### config.mk
export PLATFORM = sky130hd
export DESIGN_NAME = fetch_stage
export DESIGN_NICKNAME = d
export VERILOG_FILES = /design/src/rtl/fetch_pkg.sv /design/src/rtl/fetch_queue.sv /design/src/rtl/fetch_stage.sv
export SDC_FILE = /design/constraint.sdc
export NUM_CORES = 1
export LEC_CHECK = 0
export BUFFER_PORTS_ARGS = -buffer_cell sky130_fd_sc_hd__clkbuf_2
export CAP_MARGIN = 30
export CORE_UTILIZATION = 34
export DETAILED_ROUTE_END_ITERATION = 10
export HOLD_SLACK_MARGIN = 0.08
export PLACE_DENSITY = 0.5
export SLEW_MARGIN = 20
export SYNTH_ARGS = -nofsm -noshare
export SYNTH_HDL_FRONTEND = slang
export SYNTH_SLANG_ARGS = --single-unit
### constraint.sdc
create_clock -name clk -period 4.56 [get_ports clk]
set_input_delay 0.684 -clock clk [delete_from_list [all_inputs] [get_ports clk]]
set_output_delay 0.684 -clock clk [all_outputs]
set_load 0.01 [all_outputs]
### src/rtl/fetch_pkg.sv
// fetch_pkg: shared widths, FSM state type and queue entry type for the
// instruction-fetch front end.
package fetch_pkg;

  localparam int unsigned ADDR_W      = 64;
  localparam int unsigned INSTR_W     = 32;
  localparam int unsigned INSTR_BYTES = 4;

  typedef enum logic [1:0] {
    WAIT  = 2'd0,
    RUN   = 2'd1,
    FLUSH = 2'd2
  } fetch_state_t;

  typedef struct packed {
    logic [ADDR_W-1:0]  pc;
    logic [INSTR_W-1:0] instr;
  } fetch_entry_t;

  // Sequential fetch advances one instruction; wraps modulo 2^ADDR_W.
  function automatic logic [ADDR_W-1:0] next_pc(input logic [ADDR_W-1:0] pc);
    return pc + ADDR_W'(INSTR_BYTES);
  endfunction

endpackage

### src/rtl/fetch_queue.sv
// fetch_queue: small synchronous FIFO of {pc, instr} entries between the
// instruction-memory response port and decode. Clear has priority over
// push/pop so a redirect empties the queue in a single cycle.
module fetch_queue
  import fetch_pkg::*;
#(
  parameter  int unsigned DEPTH = 4,
  localparam int unsigned CW    = $clog2(DEPTH + 1),
  localparam int unsigned PW    = (DEPTH > 1) ? $clog2(DEPTH) : 1
) (
  input  logic         clk_i,
  input  logic         rst_ni,
  input  logic         push_i,
  input  fetch_entry_t entry_i,
  input  logic         pop_i,
  input  logic         clear_i,
  output fetch_entry_t head_o,
  output logic [CW-1:0] count_o,
  output logic         empty_o,
  output logic         full_o
);

  fetch_entry_t  mem_q [DEPTH];
  logic [PW-1:0] rd_ptr_q;
  logic [PW-1:0] wr_ptr_q;
  logic [CW-1:0] count_q;
  logic          do_push;
  logic          do_pop;

  function automatic logic [PW-1:0] ptr_inc(input logic [PW-1:0] p);
    return (p == PW'(DEPTH - 1)) ? '0 : p + PW'(1);
  endfunction

  assign empty_o = (count_q == '0);
  assign full_o  = (count_q == CW'(DEPTH));
  assign do_pop  = pop_i & ~empty_o;
  assign do_push = push_i & (~full_o | do_pop);
  assign head_o  = mem_q[rd_ptr_q];
  assign count_o = count_q;

  // Storage, pointers and occupancy; storage is reset so the head reads zero out of reset.
  always_ff @(posedge clk_i or negedge rst_ni) begin
    if (!rst_ni) begin
      mem_q    <= '{default: '0};
      rd_ptr_q <= '0;
      wr_ptr_q <= '0;
      count_q  <= '0;
    end else if (clear_i) begin
      rd_ptr_q <= '0;
      wr_ptr_q <= '0;
      count_q  <= '0;
    end else begin
      if (do_push) begin
        mem_q[wr_ptr_q] <= entry_i;
        wr_ptr_q        <= ptr_inc(wr_ptr_q);
      end
      if (do_pop) begin
        rd_ptr_q <= ptr_inc(rd_ptr_q);
      end
      count_q <= count_q + CW'(do_push) - CW'(do_pop);
    end
  end

  // The fetch credit scheme must never push into a full queue that is not draining.
  assert property (@(posedge clk_i) disable iff (!rst_ni)
                   !(push_i && full_o && !pop_i && !clear_i))
    else $error("fetch_queue overflow");

endmodule

### src/rtl/fetch_stage.sv
// fetch_stage: instruction-fetch front end. Holds the PC, issues in-order
// requests to instruction memory while credits allow, queues returned
// instructions with their PCs and hands them to decode over valid/ready.
// A redirect reloads the PC, empties the queue and discards every response
// still in flight.
//
// Build option: define FETCH_BYPASS_EN to forward a response straight to
// decode when the queue is empty (zero-cycle latency).
//
// state | meaning
// ------+------------------------------------------------------------
// WAIT  | one idle cycle after reset release
// RUN   | fetching; request valid while queued + in-flight < QDEPTH
// FLUSH | redirect pending; no requests until stale responses drained
module fetch_stage
  import fetch_pkg::*;
#(
  parameter int unsigned       QDEPTH   = 4,
  parameter logic [ADDR_W-1:0] RESET_PC = '0
) (
  input  logic               clk,
  input  logic               reset,
  output logic               imem_req_valid,
  input  logic               imem_req_ready,
  output logic [ADDR_W-1:0]  imem_req_addr,
  input  logic               imem_resp_valid,
  input  logic [INSTR_W-1:0] imem_resp_data,
  input  logic               redirect_valid,
  input  logic [ADDR_W-1:0]  redirect_pc,
  output logic               id_valid,
  input  logic               id_ready,
  output logic [INSTR_W-1:0] id_instr,
  output logic [ADDR_W-1:0]  id_pc
);

  localparam int unsigned   CW      = $clog2(QDEPTH + 1);
  localparam logic [CW:0]   CREDITS = (CW + 1)'(QDEPTH);

  fetch_state_t      state_q;
  logic [ADDR_W-1:0] pc_q, pc_d;
  logic [ADDR_W-1:0] resp_pc_q, resp_pc_d;
  logic [CW-1:0]     inflight_q, inflight_d;
  logic [CW-1:0]     drop_q, drop_d;

  logic              req_fire;
  logic              resp_fire;
  logic              resp_keep;
  logic [CW:0]       credits_used;

  fetch_entry_t      resp_entry;
  fetch_entry_t      q_head;
  logic [CW-1:0]     q_count;
  logic              q_empty;
  logic              q_full;
  logic              q_push;
  logic              q_pop;

  // Responses arriving with nothing in flight (e.g. after reset) are ignored.
  assign req_fire     = imem_req_valid & imem_req_ready;
  assign resp_fire    = imem_resp_valid & (inflight_q != '0);
  assign resp_keep    = resp_fire & (drop_q == '0) & ~redirect_valid;
  assign credits_used = {1'b0, q_count} + {1'b0, inflight_q};

  assign imem_req_valid = (state_q == RUN) && (credits_used < CREDITS) && !q_full;
  assign imem_req_addr  = pc_q;
  assign resp_entry     = '{pc: resp_pc_q, instr: imem_resp_data};

`ifdef FETCH_BYPASS_EN
  logic bypass;
  assign bypass   = q_empty & resp_keep;
  assign id_valid = ~q_empty | bypass;
  assign id_instr = bypass ? imem_resp_data : q_head.instr;
  assign id_pc    = bypass ? resp_pc_q : q_head.pc;
  assign q_push   = resp_keep & ~(bypass & id_ready);
  assign q_pop    = id_ready & ~q_empty;
`else
  assign id_valid = ~q_empty;
  assign id_instr = q_head.instr;
  assign id_pc    = q_head.pc;
  assign q_push   = resp_keep;
  assign q_pop    = id_ready & ~q_empty;
`endif

  // Next PC / response PC / credit counters; a redirect overrides after normal updates.
  always_comb begin
    pc_d       = pc_q;
    resp_pc_d  = resp_pc_q;
    drop_d     = drop_q;
    inflight_d = inflight_q + CW'(req_fire) - CW'(resp_fire);
    if (req_fire) begin
      pc_d = next_pc(pc_q);
    end
    if (resp_fire && (drop_q != '0)) begin
      drop_d = drop_q - CW'(1);
    end
    if (resp_keep) begin
      resp_pc_d = next_pc(resp_pc_q);
    end
    if (redirect_valid) begin
      pc_d      = redirect_pc;
      resp_pc_d = redirect_pc;
      drop_d    = inflight_d;
    end
  end

  // Fetch FSM and its counters.
  always_ff @(posedge clk or negedge reset) begin
    if (!reset) begin
      state_q    <= WAIT;
      pc_q       <= RESET_PC;
      resp_pc_q  <= RESET_PC;
      inflight_q <= '0;
      drop_q     <= '0;
    end else begin
      pc_q       <= pc_d;
      resp_pc_q  <= resp_pc_d;
      inflight_q <= inflight_d;
      drop_q     <= drop_d;
      if (redirect_valid) begin
        state_q <= (inflight_d != '0) ? FLUSH : RUN;
      end else begin
        unique case (state_q)
          WAIT:    state_q <= RUN;
          RUN:     state_q <= RUN;
          FLUSH:   state_q <= (drop_d == '0) ? RUN : FLUSH;
          default: state_q <= WAIT;
        endcase
      end
    end
  end

  fetch_queue #(
    .DEPTH (QDEPTH)
  ) u_queue (
    .clk_i   (clk),
    .rst_ni  (reset),
    .push_i  (q_push),
    .entry_i (resp_entry),
    .pop_i   (q_pop),
    .clear_i (redirect_valid),
    .head_o  (q_head),
    .count_o (q_count),
    .empty_o (q_empty),
    .full_o  (q_full)
  );

endmodule

; ---- Yosys cells after proc, flatten, opt, wreduce, memory -nomap -nowiden
; Cells that the tools add are included.
[totals]
reg_bits = 527
out_inout_bits = 162
wordCells = 89
[classes]
add_sub_neg = 10
order_cmp = 4
eq_ne = 5
mux = 23
bitwise_logic = 13
n_reduce_logical = 18
[ops]
columns = cell, count
row1 = bitwise mux 384 bit, 1
row2 = two-way mux 96 bit, 3
row3 = two-way mux 64 bit, 4
row4 = binary-select mux 96 bit (select 2 bit), 1
row5 = demux 96 bit (select 2 bit), 1
row6 = "adder 64 x 3 -> 64 bit, second input constant", 2
row7 = two-way mux 2 bit, 9
row8 = zero test 3 bit, 3
row9 = two-way mux 3 bit, 3
row10 = nonzero test 3 bit, 3
row11 = nonzero test 2 bit, 4
row12 = AND 1 bit, 7
row13 = adder 3 x 1 -> 3 bit, 2
row14 = "equality test 2 bit, second input constant", 3
row15 = ">= comparator 3 bit, second input constant", 2
row16 = NOT 2 -> 3 bit, 2
row17 = subtractor 3 x 1 -> 3 bit, 2
row18 = "adder 2 x 1 -> 2 bit, second input constant", 2
row19 = adder 3 x 3 -> 4 bit, 1
row20 = logical AND 1 bit, 4
row21 = "< comparator 4 x 3 -> 1 bit, second input constant", 1
row22 = one-hot mux 2 bit (2 select lines), 1
row23 = "equality test 3 bit, second input constant", 1
row24 = "< comparator 3 x 1 -> 1 bit, second input constant", 1
row25 = other kinds (8), 10

; ---- Depth between registers and ports, before layout
[depth]
depth_word = 12
depth_mapped = 16
mapped_depth_nobuf = 15

; ---- Cells and area by module
; From an unflattened synthesis, not the netlist that was laid out.
[hier_totals]
cells_unflattened = 1746
hier_area_um2 = 24691.2
[by_module_without_submodules]
columns = module, instances, cells_per_inst, area_each_um2, seq_area_each_um2
row1 = fetch_queue, 1, 975, 16946.3, 9784.4
row2 = fetch_stage, 1, 771, 7744.9, 3403.3

; ---- Least setup slack after synthesis
; OpenSTA, ideal clock, no wires.
[synth_timing]
path_kind = flip-flop to flip-flop
startpoint = register inflight_q[2]
endpoint = register state_q[0]
setup_ns = 0.122
arrival_ns = 3.532
slack_ns = 0.906
stages_incl_launch_ff = 17
path_buffers = 1
period_less_slack_ns = 3.654
path_cell_list = dfrtp_1 ha_1 or2_2 or4_4 inv_2 buf_2 nand2_1 ha_1 inv_1 ha_1 inv_1 fa_1 xnor2_1 xnor2_1 o31ai_1 and2b_1 a32o_1
[synth_between]
elab_chain_len = 12
[synth_rtl]
columns = item, line_no
row1 = "start, declared", fetch_stage.sv:42  ; logic [CW-1:0] inflight_q, inflight_d;
row2 = "start signal, assigned", fetch_stage.sv:117  ; inflight_q <= inflight_d;
row3 = adder 3 x 3 -> 4 bit, fetch_stage.sv:62  ; assign credits_used = {1'b0, q_count} + {1'b0, inflight_q};
row4 = < comparator 4 x 3 -> 1 bit, fetch_stage.sv:64  ; assign imem_req_valid = (state_q == RUN) && (credits_used < CREDITS) && !q_full;
row5 = logical AND 1 bit (2 in a row), fetch_stage.sv:64
row6 = AND 1 bit, fetch_stage.sv:59  ; assign req_fire = imem_req_valid & imem_req_ready;
row7 = adder 3 x 1 -> 3 bit, fetch_stage.sv:89  ; inflight_d = inflight_q + CW'(req_fire) - CW'(resp_fire);
row8 = subtractor 3 x 1 -> 3 bit *, fetch_stage.sv:89
row9 = named net inflight_d[2], fetch_stage.sv:42
row10 = two-way mux 3 bit, fetch_stage.sv:99  ; if (redirect_valid) begin
row11 = zero test 3 bit, fetch_stage.sv:125  ; FLUSH: state_q <= (drop_d == '0) ? RUN : FLUSH;
row12 = two-way mux 2 bit, fetch_stage.sv:125
row13 = one-hot mux 2 bit (2 select lines), fetch_stage.sv:122  ; unique case (state_q)
row14 = two-way mux 2 bit *, fetch_stage.sv:119  ; if (redirect_valid) begin
row15 = "end signal, assigned", fetch_stage.sv:120  ; state_q <= (inflight_d != '0) ? FLUSH : RUN;
row16 = "end signal, assigned", fetch_stage.sv:125
row17 = "end, declared", fetch_stage.sv:39  ; fetch_state_t state_q;
; Mark *: on every way through the listed nets, which the timed path passes. The rest lies on a longest branch.
; A chain may end at the register's enable or synchronous reset.

; ---- Worst setup path in the final report
[layout_timing]
startpoint = register u_queue.count_q[2] (netlist: u_queue.count_o[2])
endpoint = register state_q[0]
[layout_between]
elab_chain_len = 12
[layout_rtl]
columns = item, line_no
row1 = "start, declared", fetch_queue.sv:26  ; logic [CW-1:0] count_q;
row2 = "start signal, assigned", fetch_queue.sv:60  ; count_q <= count_q + CW'(do_push) - CW'(do_pop);
row3 = adder 3 x 3 -> 4 bit, fetch_stage.sv:62
row4 = < comparator 4 x 3 -> 1 bit, fetch_stage.sv:64
row5 = logical AND 1 bit, fetch_stage.sv:64
row6 = logical AND 1 bit *, fetch_stage.sv:64
row7 = AND 1 bit *, fetch_stage.sv:59
row8 = adder 3 x 1 -> 3 bit *, fetch_stage.sv:89
row9 = subtractor 3 x 1 -> 3 bit *, fetch_stage.sv:89
row10 = named net inflight_d[2], fetch_stage.sv:42
row11 = two-way mux 3 bit, fetch_stage.sv:99
row12 = zero test 3 bit, fetch_stage.sv:125
row13 = two-way mux 2 bit, fetch_stage.sv:125
row14 = one-hot mux 2 bit (2 select lines), fetch_stage.sv:122
row15 = two-way mux 2 bit *, fetch_stage.sv:119
; Marked as above.

==> impl_results.md <==
- Cells after Synth: around 1900
- Pleak: 13.6 nW
- Initial core utilization: 34.6%
- DRC: 0
- CTS clk-pin slew, worst paths: about 0.060 ns
- Largest net degree at the start of global routing: 114
- Rows: just under 100
- Area grow syn2layout: 17.3%
- Slew HR: a little over a third
- Leading area contributor after synthesis: dfrtp_1
- Worst hold margin: between 0.1 and 0.15 ns
- Post-route ant nets: 0
- Sw frac: between 30% and 40%
- FF-to-FF path depth: 15
- #FFs+latches synth: between 500 and 600
- Clk pwr share: 34.1%
- Top-Level Pins: between 200 and 300
- Yosys warns: 0
- Cell variety after synth: 62
- First-pass GRT wire length: 111 mm
- First-pass DRT Iterations: 5
- Async SR Flop Fraction: 100%
- CTS Hold Bufs: 0
- Finished Cell Area: ~30000 um^2
- Slew Limit Fails: 0
- Gpl congestion: around 0.86
- Post-Syn Area: around 25000 um^2
- Most Frequent Cell on Critical Path: ha_1
- Initial antenna violation count: 3
- IR drop worst, VDD: 0.286 mV
- Number of global-route vias before repair: around 18000
- Fin nets: between 2000 and 2500
- Area contributors post-synth: dfrtp_1 (52%), mux2_2 (19%), mux4_2 (8.5%)
- Max Clk Rate: 258 MHz
- Vias/cell: roughly 5.5
- NetSw: between 0.004 and 0.005 W
- Setup Crit Path Kind: flop to flop
- Launching point of the worst reg2reg path: u_queue.count_o[2]
- Post-Route Setup TNS: 0 ns
- Syn_area_per_cell: between 10 and 15 um^2
- Clock H-tree levels: 2
- Final setup fails: 0
- Power per standard cell area: 497 nW/um^2
- Fin crit period: between 3 and 4 ns
- Sequential element share of the synthesized area: between 50% and 60%
- Ys flop type: dfrtp_1
- Status: finished, final reports clean
- Cell-internal power: slightly above 0.01 W
- Fraction of layout instances using a drive strength above 1: 42.7%
- Comb power frac: between 20 and 25%
- RSZ-0062 raised after global routing: false
- CTS tree: done
- CP max stage cell: or4_4
- Total CTS buffers: 60
- RR Endpoint: state_q[0]
- Sequential share of power: between 40% and 50%
- Worst setup EP type: flop
- Post-DP HPWL: around 47 mm
- Core area: 73500 um^2
- Crit path largest cell delay: 0.60 ns
- Grt total ovfl: 0
- Fillers: around 6900
- Die W: ~280 um
- Cts repair resizes: 0
- Max clock buf depth: 3
- Clock root buffer: clkbuf_16
- Die Y-Extent: 275 um
- Worst path arrival time: between 4 and 5 ns
- Ant. Diodes: 0
- Crit path cell chain: ha_1 -> or2_2 -> or4_4 -> inv_2 -> nand2_1 -> ha_1 -> inv_1 -> ha_1 -> inv_1 -> fa_1 -> xnor2_1 -> xnor2_1 -> o31ai_1 -> and2b_1 -> a32o_1
- Fin. Hold Viols: 0
- Vias post-DR: 17287
- Post-DP Area: about 28000 um^2
- Worst Path Required: a little over 5 ns
- Overall Global Routing Usage: around a fifth
- Yosys top cell area share: just over 50%
- Worst R2R Setup Slack: 0.69 ns
- Final critical-path share of the clock period: 84.9%
- Buffers on Ports: ~260
- DIE AREA: between 70000 and 80000 um^2
- Total of max-cap violations: 0
- Slew @ Worst Pin: 0.970 ns
- CTS sink cnt: around 530
- Synth Net Count: between 2000 and 2500
- Hold crit path type: input port to async pin
- Wirelength, routed: just over 70 mm
- Startpoint Class: flop
- Drt initial violations: 1106
- Clock Latency Late Sink: approximately 0.64 ns
- Post-DR wirelength/cell: ~23 um
- Setup Buffers After CTS: 0
- Clk_skew: 0.0276 ns
- EDFF count, synth: 0
- Crit path max fanout: 13
[power by group through the flow]
stage                     Sequential, W  Clock [W]  Combinational [W]
after CTS                       0.00609    0.00522            0.00378
after floorplan                 0.00583          0            0.00251
after global placement          0.00611          0            0.00371
after detailed placement        0.00617          0            0.00376
final                           0.00608    0.00506            0.00367
after global routing            0.00621    0.00541            0.00403
[worst max-delay path: cells and delay by family, from the launching register on]
kind / cells / cell delay, ns
simple gates: 4 / 1.18
fa+ha+maj: 4 / 1.08
compound gates: 2 / 0.59
flops: 1 / 0.43
xor+xnor: 2 / 0.31
buf+inv: 3 / 0.20
[cells by family (layout without fill, tap and decap cells)]
| kind of cell | count (synthesis) | in the layout | synth area share, % |
|---|---|---|---|
| xor gates and xnor gates | 57 | 57 | 1.96 |
| buffers and inverters | 178 | 435 | 2.79 |
| and+or+nand+nor | 486 | 486 | 10.5 |
| adders and majority gates | 17 | 17 | 0.896 |
| DFF | 527 | 527 | 51.9 |
| AOI/OAI and AO/OA | 145 | 145 | 4.33 |
| muxes | 528 | 528 | 27.6 |
[synthesized netlist by cell type (all sizes together), types with 13 or more instances]
library cell,count
xor2,13
or3,14
clkbuf,76
nor3,47
o31a,14
mux4,96
a211oi,20
inv,31
ha,15
nand2b,16
nor2b,15
dfrtp,527
nand4,49
o31ai,17
xnor2,44
and4,22
a31oi,14
nand2,77
nor2,78
nor4,40
mux2,430
buf,70
a311oi,25
nand3,63
and3,26
[worst max-delay path by stage]
stage,from,slack [ns],cells past startpoint,end
4_1_cts,u_queue.count_o[2],0.66,15,state_q[0]
3_5_place_dp,u_queue.count_o[2],0.69,15,state_q[0]
3_3_place_gp,inflight_q[2],0.78,15,state_q[0]
2_1_floorplan,inflight_q[2],0.91,16,state_q[0]
6_report,u_queue.count_o[2],0.69,15,state_q[0]
5_1_grt,u_queue.count_o[2],0.34,15,state_q[0]
[area by class of cell]
type / count / area (um^2) / area share (%)
inverter: 32 / 123 / 0.411
clock buffer: 89 / 1770 / 5.94
sequential: 527 / 13200 / 44.3
tap: 959 / 1200 / 4.03
timing repair buffer: 291 / 1660 / 5.57
multi-input combinational: 1233 / 11500 / 38.7
clock inverter: 23 / 309 / 1.04
[through the flow]
step	total power [W]	setup WS [ns]	util [%]	cells
after global placement	0.00982	0.781	37.7	3041
after CTS	0.0151	0.664	40.6	3154
final	0.0148	0.687	40.6	3154
after floorplan	0.00834	0.906	-	1938
after detailed placement	0.00994	0.687	37.7	3042
after global routing	0.0156	0.338	40.6	3154
[routing by layer]
layer / vias up / share of wire [%] / GRT usage [%]
met5: - / 0.036 / 0
met3: 102 / 4.7 / 3.27
met4: 4 / 2.8 / 5.87
met1: 9064 / 45 / 26.0
li1: 7684 / - / -
met2: 433 / 48 / 30.9
[cell usage in the layout (no fill, tap or decap), drive strengths merged, types with 9 or more instances in the layout]
| cell | Yosys | routed |
|---|---|---|
| o31ai | 17 | 17 |
| and4 | 22 | 22 |
| nor3 | 47 | 47 |
| a211oi | 20 | 20 |
| nor2 | 78 | 78 |
| o31a | 14 | 14 |
| nor4 | 40 | 40 |
| a21oi | 9 | 9 |
| dfrtp | 527 | 527 |
| nand3 | 63 | 63 |
| nand4 | 49 | 49 |
| inv | 31 | 35 |
| o21ai | 12 | 12 |
| clkinv | 1 | 13 |
| or3 | 14 | 14 |
| xnor2 | 44 | 44 |
| and3 | 26 | 26 |
| nand2 | 77 | 77 |
| a31oi | 14 | 14 |
| clkbuf | 76 | 350 |
| mux4 | 96 | 96 |
| buf | 70 | 30 |
| mux2 | 430 | 430 |
| xor2 | 13 | 13 |
| a311oi | 25 | 25 |
| and2 | 9 | 9 |
| ha | 15 | 15 |
| nor2b | 15 | 15 |
| nand2b | 16 | 16 |
[state kept, by name (all words and copies together), names as in the netlist]
register / flops
u_queue.mem_q: 384
imem_req_addr: 64
resp_pc_q: 64
drop_q: 3
inflight_q: 3
u_queue.count_o: 3
state_q: 2
u_queue.rd_ptr_q: 2
u_queue.wr_ptr_q: 2
Note: power is estimated with default switching activity, not from simulation.
